`config.mk`:
```
export PLATFORM = sky130hd
export DESIGN_NAME = pes_stream_demux
export DESIGN_NICKNAME = d
export VERILOG_FILES = /design/src/rtl/pes_stream_demux.sv
export SDC_FILE = /design/constraint.sdc
export NUM_CORES = 1
export LEC_CHECK = 0
export ABC_AREA = 1
export CAP_MARGIN = 20
export CORE_ASPECT_RATIO = 0.75
export CORE_MARGIN = 3
export CORE_UTILIZATION = 40
export DETAILED_ROUTE_END_ITERATION = 7
export PLACE_DENSITY = 0.7
export SLEW_MARGIN = 20
export SYNTH_ARGS = -nofsm -noshare
export SYNTH_HDL_FRONTEND = slang
export SYNTH_SLANG_ARGS = --single-unit
```
`constraint.sdc`:
```
create_clock -name clk -period 2.3 [get_ports clk]
set_input_delay 0.46 -clock clk [delete_from_list [all_inputs] [get_ports clk]]
set_output_delay 0.46 -clock clk [all_outputs]
set_load 0.02 [all_outputs]
```
`src/rtl/pes_stream_demux.sv`:
```
// Purpose: 1:N packet demultiplexer (unicast / broadcast / drop) with a one-entry register per channel.
// Latency: accepted beat appears on the target channel(s) exactly one cycle later; 1 beat/cycle per target.
// Backpressure: in_ready follows the target register(s) being free (pop+refill allowed); drop mode always ready.
module pes_stream_demux #(
  parameter int DATA_W = 8,
  parameter int N_OUT  = 8,
  parameter int SEL_W  = 3
) (
  input  logic                    clk,
  input  logic                    rst_n,
  input  logic                    in_valid,
  output logic                    in_ready,
  input  logic [DATA_W-1:0]       in_data,
  input  logic [SEL_W-1:0]        in_sel,
  input  logic                    in_bcast,
  input  logic                    in_last,
  output logic [N_OUT-1:0]        out_valid,
  input  logic [N_OUT-1:0]        out_ready,
  output logic [N_OUT*DATA_W-1:0] out_data,
  output logic [N_OUT-1:0]        out_last,
  output logic                    err_sel,
  output logic                    busy
);

  typedef enum logic [1:0] {
    S_IDLE  = 2'd0,
    S_ROUTE = 2'd1,
    S_BCAST = 2'd2,
    S_DROP  = 2'd3
  } state_t;

  // Channel count in select width plus one bit, so the range compare needs no truncation.
  localparam logic [SEL_W:0] N_OUT_W = N_OUT[SEL_W:0];

  state_t            state_q;
  state_t            state_d;
  logic [SEL_W-1:0]  dest_q;
  logic [SEL_W-1:0]  dest_eff;
  logic              mode_bcast;
  logic              mode_drop;
  logic              sel_oob;
  logic              free_dest;
  logic              accept;
  logic [N_OUT-1:0]  chan_free;
  logic [N_OUT-1:0]  chan_wr;

  // A header select outside the implemented channel range sends the packet to the drop path.
  assign sel_oob = ({1'b0, in_sel} >= N_OUT_W);

  // A channel register can take a new beat when empty or being drained this cycle.
  assign chan_free = ~out_valid | out_ready;

  assign accept = in_valid && in_ready;

  // State register.
  always_ff @(posedge clk) begin
    if (!rst_n) begin
      state_q <= S_IDLE;
    end else begin
      state_q <= state_d;
    end
  end

  // Next state: the header beat picks the mode, the last beat returns to IDLE.
  always_comb begin
    state_d = state_q;
    case (state_q)
      S_IDLE: begin
        if (accept && !in_last) begin
          if (in_bcast) begin
            state_d = S_BCAST;
          end else if (sel_oob) begin
            state_d = S_DROP;
          end else begin
            state_d = S_ROUTE;
          end
        end
      end
      default: begin
        if (accept && in_last) begin
          state_d = S_IDLE;
        end
      end
    endcase
  end

  // Outputs of the FSM: effective destination/mode (live header fields in IDLE), in_ready and busy.
  always_comb begin
    dest_eff   = dest_q;
    mode_bcast = 1'b0;
    mode_drop  = 1'b0;
    busy       = 1'b1;
    case (state_q)
      S_IDLE: begin
        dest_eff   = in_sel;
        mode_bcast = in_bcast;
        mode_drop  = !in_bcast && sel_oob;
        busy       = 1'b0;
      end
      S_BCAST: mode_bcast = 1'b1;
      S_DROP:  mode_drop  = 1'b1;
      default: ;
    endcase

    free_dest = 1'b0;
    for (int k = 0; k < N_OUT; k++) begin
      if (dest_eff == SEL_W'(k)) begin
        free_dest = chan_free[k];
      end
    end

    if (mode_drop) begin
      in_ready = 1'b1;
    end else if (mode_bcast) begin
      in_ready = &chan_free;
    end else begin
      in_ready = free_dest;
    end
  end

  // Per-channel write strobes for the accepted beat; nothing is written while dropping.
  always_comb begin
    chan_wr = '0;
    for (int k = 0; k < N_OUT; k++) begin
      chan_wr[k] = accept && !mode_drop && (mode_bcast || (dest_eff == SEL_W'(k)));
    end
  end

  // Latch the header destination so later beats ignore in_sel.
  always_ff @(posedge clk) begin
    if (!rst_n) begin
      dest_q <= '0;
    end else if (state_q == S_IDLE && accept) begin
      dest_q <= in_sel;
    end
  end

  // One pulse per dropped packet, on the cycle after its header is taken.
  always_ff @(posedge clk) begin
    if (!rst_n) begin
      err_sel <= 1'b0;
    end else begin
      err_sel <= accept && (state_q == S_IDLE) && mode_drop;
    end
  end

  // Channel registers: load on write, clear to zero on pop, otherwise hold.
  always_ff @(posedge clk) begin
    if (!rst_n) begin
      out_valid <= '0;
      out_last  <= '0;
      out_data  <= '0;
    end else begin
      for (int k = 0; k < N_OUT; k++) begin
        if (chan_wr[k]) begin
          out_valid[k]                  <= 1'b1;
          out_last[k]                   <= in_last;
          out_data[k*DATA_W +: DATA_W]  <= in_data;
        end else if (out_ready[k]) begin
          out_valid[k]                  <= 1'b0;
          out_last[k]                   <= 1'b0;
          out_data[k*DATA_W +: DATA_W]  <= '0;
        end
      end
    end
  end

endmodule

```
[After elaboration in Yosys (flattened, before gate mapping)]
Index checks and enable logic that the tools add are counted.
Word-level totals
  input port bits: 24
  word-level logic and storage cells: 134
  bits in registers: 86
  output and inout bits: 83
Cells by class
  reduce and logical (&&, ||, !) cells: 37
  eq/ne operators: 10
  bitwise operators: 2
  multiplexer cells: 58
Operator list (number)
  $mux W8: 16
  $mux W1: 36
  $reduce_bool A2 Y1: 9
  $logic_and A1 B1 Y1: 14
  $eq A3 B3 Y1 const B: 4
  $logic_or A1 B1 Y1: 8
  $mux W2: 4
  $not A8 Y8: 1
  $or A8 B8 Y8: 1
  $reduce_and A8 Y1: 1
  $eq A3 B2 Y1 const B: 2
  $eq A2 B2 Y1 const B: 2
  $eq A3 B1 Y1 const B: 1
  $logic_not A3 Y1: 1
  $mux W3: 1
  $logic_not A1 Y1: 2
  $logic_not A2 Y1: 1
  $ne A2 B2 Y1 const B: 1
  $pmux W1 S2: 1
  $reduce_and A2 Y1: 1

[Depth between registers and ports, before layout]
  depth in word-level cells: 17
  gate-level depth with buffers: 16
  mapped depth without buffers: 15

[Worst setup path after synthesis]
Ideal clock, no wire load.
  path type: reg2reg
  from: register state_q[0]
  to: register out_last[0]
  data required time: 2.230 ns
  data arrival time: 1.976 ns
  slack: 0.254 ns
  stages on the path, launching flop included: 16
  period minus slack after synthesis: 2.046 ns
  cells stage by stage: dfxtp_1 inv_2 nand2_2 nand2_1 nand2_2 nor2_1 nand2_1 o21ai_1 o21bai_1 nand4_1 nand2_2 a21oi_4 buf_4 buf_4 nand4_1 a21oi_1
On the way
  longest elaborated chain between the ends: 17
RTL lines
  from (decl): line 35  | state_t state_q;
  from (signal assigned): line 60  | state_q <= state_d;
  $logic_not A2 Y1: line 93  | case (state_q)
  $mux W3: line 93
  $logic_not A3 Y1: line 107, 125
  $mux W1 (8 in a row): line 107  | if (dest_eff == SEL_W'(k)) begin
  $mux W1: line 114  | end else if (mode_bcast) begin
  $mux W1: line 112  | if (mode_drop) begin
  $logic_and A1 B1 Y1: line 53  | assign accept = in_valid && in_ready;
  $logic_and A1 B1 Y1: line 125  | chan_wr[k] = accept && !mode_drop && (mode_bcast || (dest_eff == SEL_W'(k)));
  $logic_and A1 B1 Y1 *: line 125
  $mux W1 / $reduce_bool A2 Y1 (equally long branches)
  to (signal, indexed assignment): line 157  | out_last[k] <= in_last;
  to (decl): line 20  | output logic [N_OUT-1:0] out_last,
Mark *: on every way between the ends. The rest lies on a longest branch, timed or not.
A chain may end at the register's enable or synchronous reset.

[Worst setup path after layout]
  from: register state_q[1]
  to: register out_data[24]
On the way
  longest elaborated chain between the ends: 17
RTL lines
  $logic_not A2 Y1: line 93
  $mux W3: line 93
  $logic_not A3 Y1: line 107
  $mux W1 (8 in a row): line 107
  $mux W1: line 114
  $mux W1: line 112
  $logic_and A1 B1 Y1: line 53
  $logic_and A1 B1 Y1: line 125
  $logic_and A1 B1 Y1 *: line 125
  $mux W8 / $reduce_bool A2 Y1 (equally long branches)
  to (signal, indexed assignment): line 158  | out_data[k*DATA_W +: DATA_W] <= in_data;
  to (decl): line 19  | output logic [N_OUT*DATA_W-1:0] out_data,
Marks and branches as above.

==> impl_metrics.ini <==
[setup_path]
ff2ff_path_depth = 14
reg2reg_setup_slack_ns = -0.21
crit_top_cell = nand4_1
cpMaxStageDelayCell = dfxtp_4
startpoint_type = flip-flop
required_ns = 2.56
crit_chain = inv_2, nand2_2, o21ai_2, nand4_1, nand3_1, o21bai_1, nand4_1, nand2_2, buf_6, a21oi_4, clkbuf_16, buf_12, nand4_1, a21oi_1
r2r-start = state_q[1]
critPathLaunch = state_q[1]
slowest_delay_ns = 0.36
critPathKind = reg2reg
critPathCaptureType = flip-flop
critPathArrivalTime_ns = 2.77
r2r_end = out_data[24]
crit_path_end = out_data[24]
cp_max_fo = 6

[synth]
synth_area_leaders = dfxtp_1 47%, nand4_1 14%, a21oi_1 11%
synth.distinct_cells = 23
synth_top_area_cell = dfxtp_1
ys_seq_area_frac = 0.469
yosys_warnings = 0
syn_area_per_cell_um2 = 8.02
synthesis.area_mm2 = 0.00367
yosys.area.top_type_share = 0.469
synth_nets = 482
syn_inst = 458
synth-seq-cells = 86

[route]
wl_per_cell_um = 20.7
drc_errors = 0
vias = 4540
viasPerCell = 6.23
first_iter_violations = 421
first_pass_iters = 5
wl_um = 15100
drtAntennaViolNets = 0

[global_route]
grt_max_degree = 86
grt.overflow.total = 0
grt_pass1_vias = 3858
antenna_found_initial = 0
grt_pass1_wl_um = 20300
track_usage = 0.252

[power]
p_seq_frac = 0.345
power_frac_clock = 0.300
p_per_area_mw_per_mm2 = 787
irDropWorstVdd_uv = 431
combinationalPowerShare = 0.355
netSwitchingPower_uw = 1620
intPower_uw = 3200
fin_total_pwr_uw = 4830
leakagePower_uw = 0.00215
swShare = 0.336

[floorplan]
coreArea_mm2 = 0.00871
start_util = 0.422
io_pins = 107
dieWidth_um = 117
dieArea_mm2 = 0.0104
num_rows = 29
die_h_um = 89.0

[outcome]
status = finished with violations
violations = setup timing

[timing]
fin_crit_ns = 2.51
fin_worst_skew_ns = 0.00719
setup_viol_count_final = 78
fin_crit_sh = 1.09
fin_ws_ns = -0.206
worst_slew_pin_slew_ns = 1.07
drv_slew = 0
slew_headroom = 0.287
rsz0062_at_grt = true
finalSetupTns_ns = -10.06
max_freq_mhz = 399
hold_viol_final = 0

[layout]
nets = 640
final_util = 0.704
antenna_cells = 0
fin_cells = 729
mostFrequentLayoutCell = clkdlybuf4s50_1
layout_common_cells = 102 x clkdlybuf4s50_1, 84 x dfxtp_1, 81 x nand4_1
nFillCells = 659
area_growth_pct = 67.0
drive_gt1_frac = 0.259

[clock_network]
clock-sinks = 86
tritoncts = built
clkTransAtPathRegs_ns = 0.06
clock_latency_ns = 0.34
root_buffer = clkbuf_16
cts_max_level = 3
cts_buffers = 9
max-clock-path-buffers = 2

[min_path]
hold_path.class = reg2reg

[placed_design]
place_inst = 682
gp_congestion = 0.936
preCtsSetupSlack_ns = -0.688
place_hpwl_um = 8330
port_buffers = 106

[flow_run]
maxCapViolCount = 0
[cells by family (layout without fill, tap and decap cells)]
group           Yosys count  after routing  share of synthesized area
compound gates           95             95                      0.137
flops                    86             86                      0.469
buf+inv                  56            212                     0.0627
other cells               1              1                    0.00102
simple gates            220            227                      0.330
[metal layers]
layer | global-route usage | up-vias | routed length (um)
li1 | - | 2045 | -
met4 | 0.0594 | 0 | 413
met2 | 0.385 | 299 | 6700
met5 | 0 | - | 0
met1 | 0.359 | 2157 | 6460
met3 | 0.0636 | 39 | 1530
[worst max-delay path, delay by kind of cell (launching register included)]
family / cells / cell delay [ns]
AOI/OAI and AO/OA: 4 / 0.81
and+or+nand+nor: 6 / 0.71
buffers and inverters: 4 / 0.54
DFF: 1 / 0.36
[flip-flops by register name (all words and copies together), names as in the netlist]
signal / cells
out_data: 64
out_last: 8
out_valid: 8
dest_q: 3
state_q: 2
err_sel: 1
[worst min path at each step]
stage / slack, ns / cells after the start / endpoint / startpoint
floorplan: 0.45 / 2 / dest_q[1] / dest_q[1]
global placement: 0.47 / 2 / dest_q[1] / dest_q[1]
detailed placement: 0.47 / 2 / out_data[59] / out_data[59]
CTS: 0.48 / 2 / out_data[59] / out_data[59]
global route: 0.51 / 2 / out_data[25] / out_data[25]
finish: 0.48 / 2 / out_data[59] / out_data[59]
[Yosys cell counts, drive strengths merged]
| cell type | n |
|---|---|
| nand4 | 89 |
| nand2 | 47 |
| buf | 13 |
| nor2 | 7 |
| nand3 | 77 |
| conb | 1 |
| a21oi | 85 |
| clkbuf | 22 |
| inv | 13 |
| clkinv | 8 |
| o21ai | 8 |
| o31ai | 1 |
| dfxtp | 86 |
| o21bai | 1 |
[layout make-up]
| class | count | area, um2 | share of cell area |
|---|---|---|---|
| multi-input combinational | 323 | 2070 | 0.337 |
| timing repair buffer | 175 | 1830 | 0.298 |
| sequential | 86 | 1730 | 0.282 |
| clock buffer | 10 | 229 | 0.0373 |
| tap | 108 | 135 | 0.0220 |
| inverter | 21 | 78.8 | 0.0129 |
| clock inverter | 6 | 62.6 | 0.0102 |
[timing repair]
| action | in CTS | in global routing |
|---|---|---|
| endpoints found under the setup margin | 83 | 83 |
| gates resized for setup | 33 | 48 |
| pin swaps | 44 | 47 |
| gates cloned | 1 | 17 |
| setup buffers | 6 | 7 |
| hold buffers | 0 | 0 |
[stage by stage]
stage	hold WS [ns]	instance area (um2)
after global routing	0.507	6130
final	0.478	6130
after CTS	0.483	5590
after global placement	0.467	5090
after detailed placement	0.474	5090
after floorplan	0.454	3670
[power by group through the flow]
stage	combinational (uW)	clock, uW	sequential [uW]
floorplan	527	0	1800
global placement	1140	0	1690
detailed placement	1160	0	1690
CTS	1300	1450	1660
global route	1800	1530	1680
finish	1710	1450	1670
(Power assumes the default switching activity.)
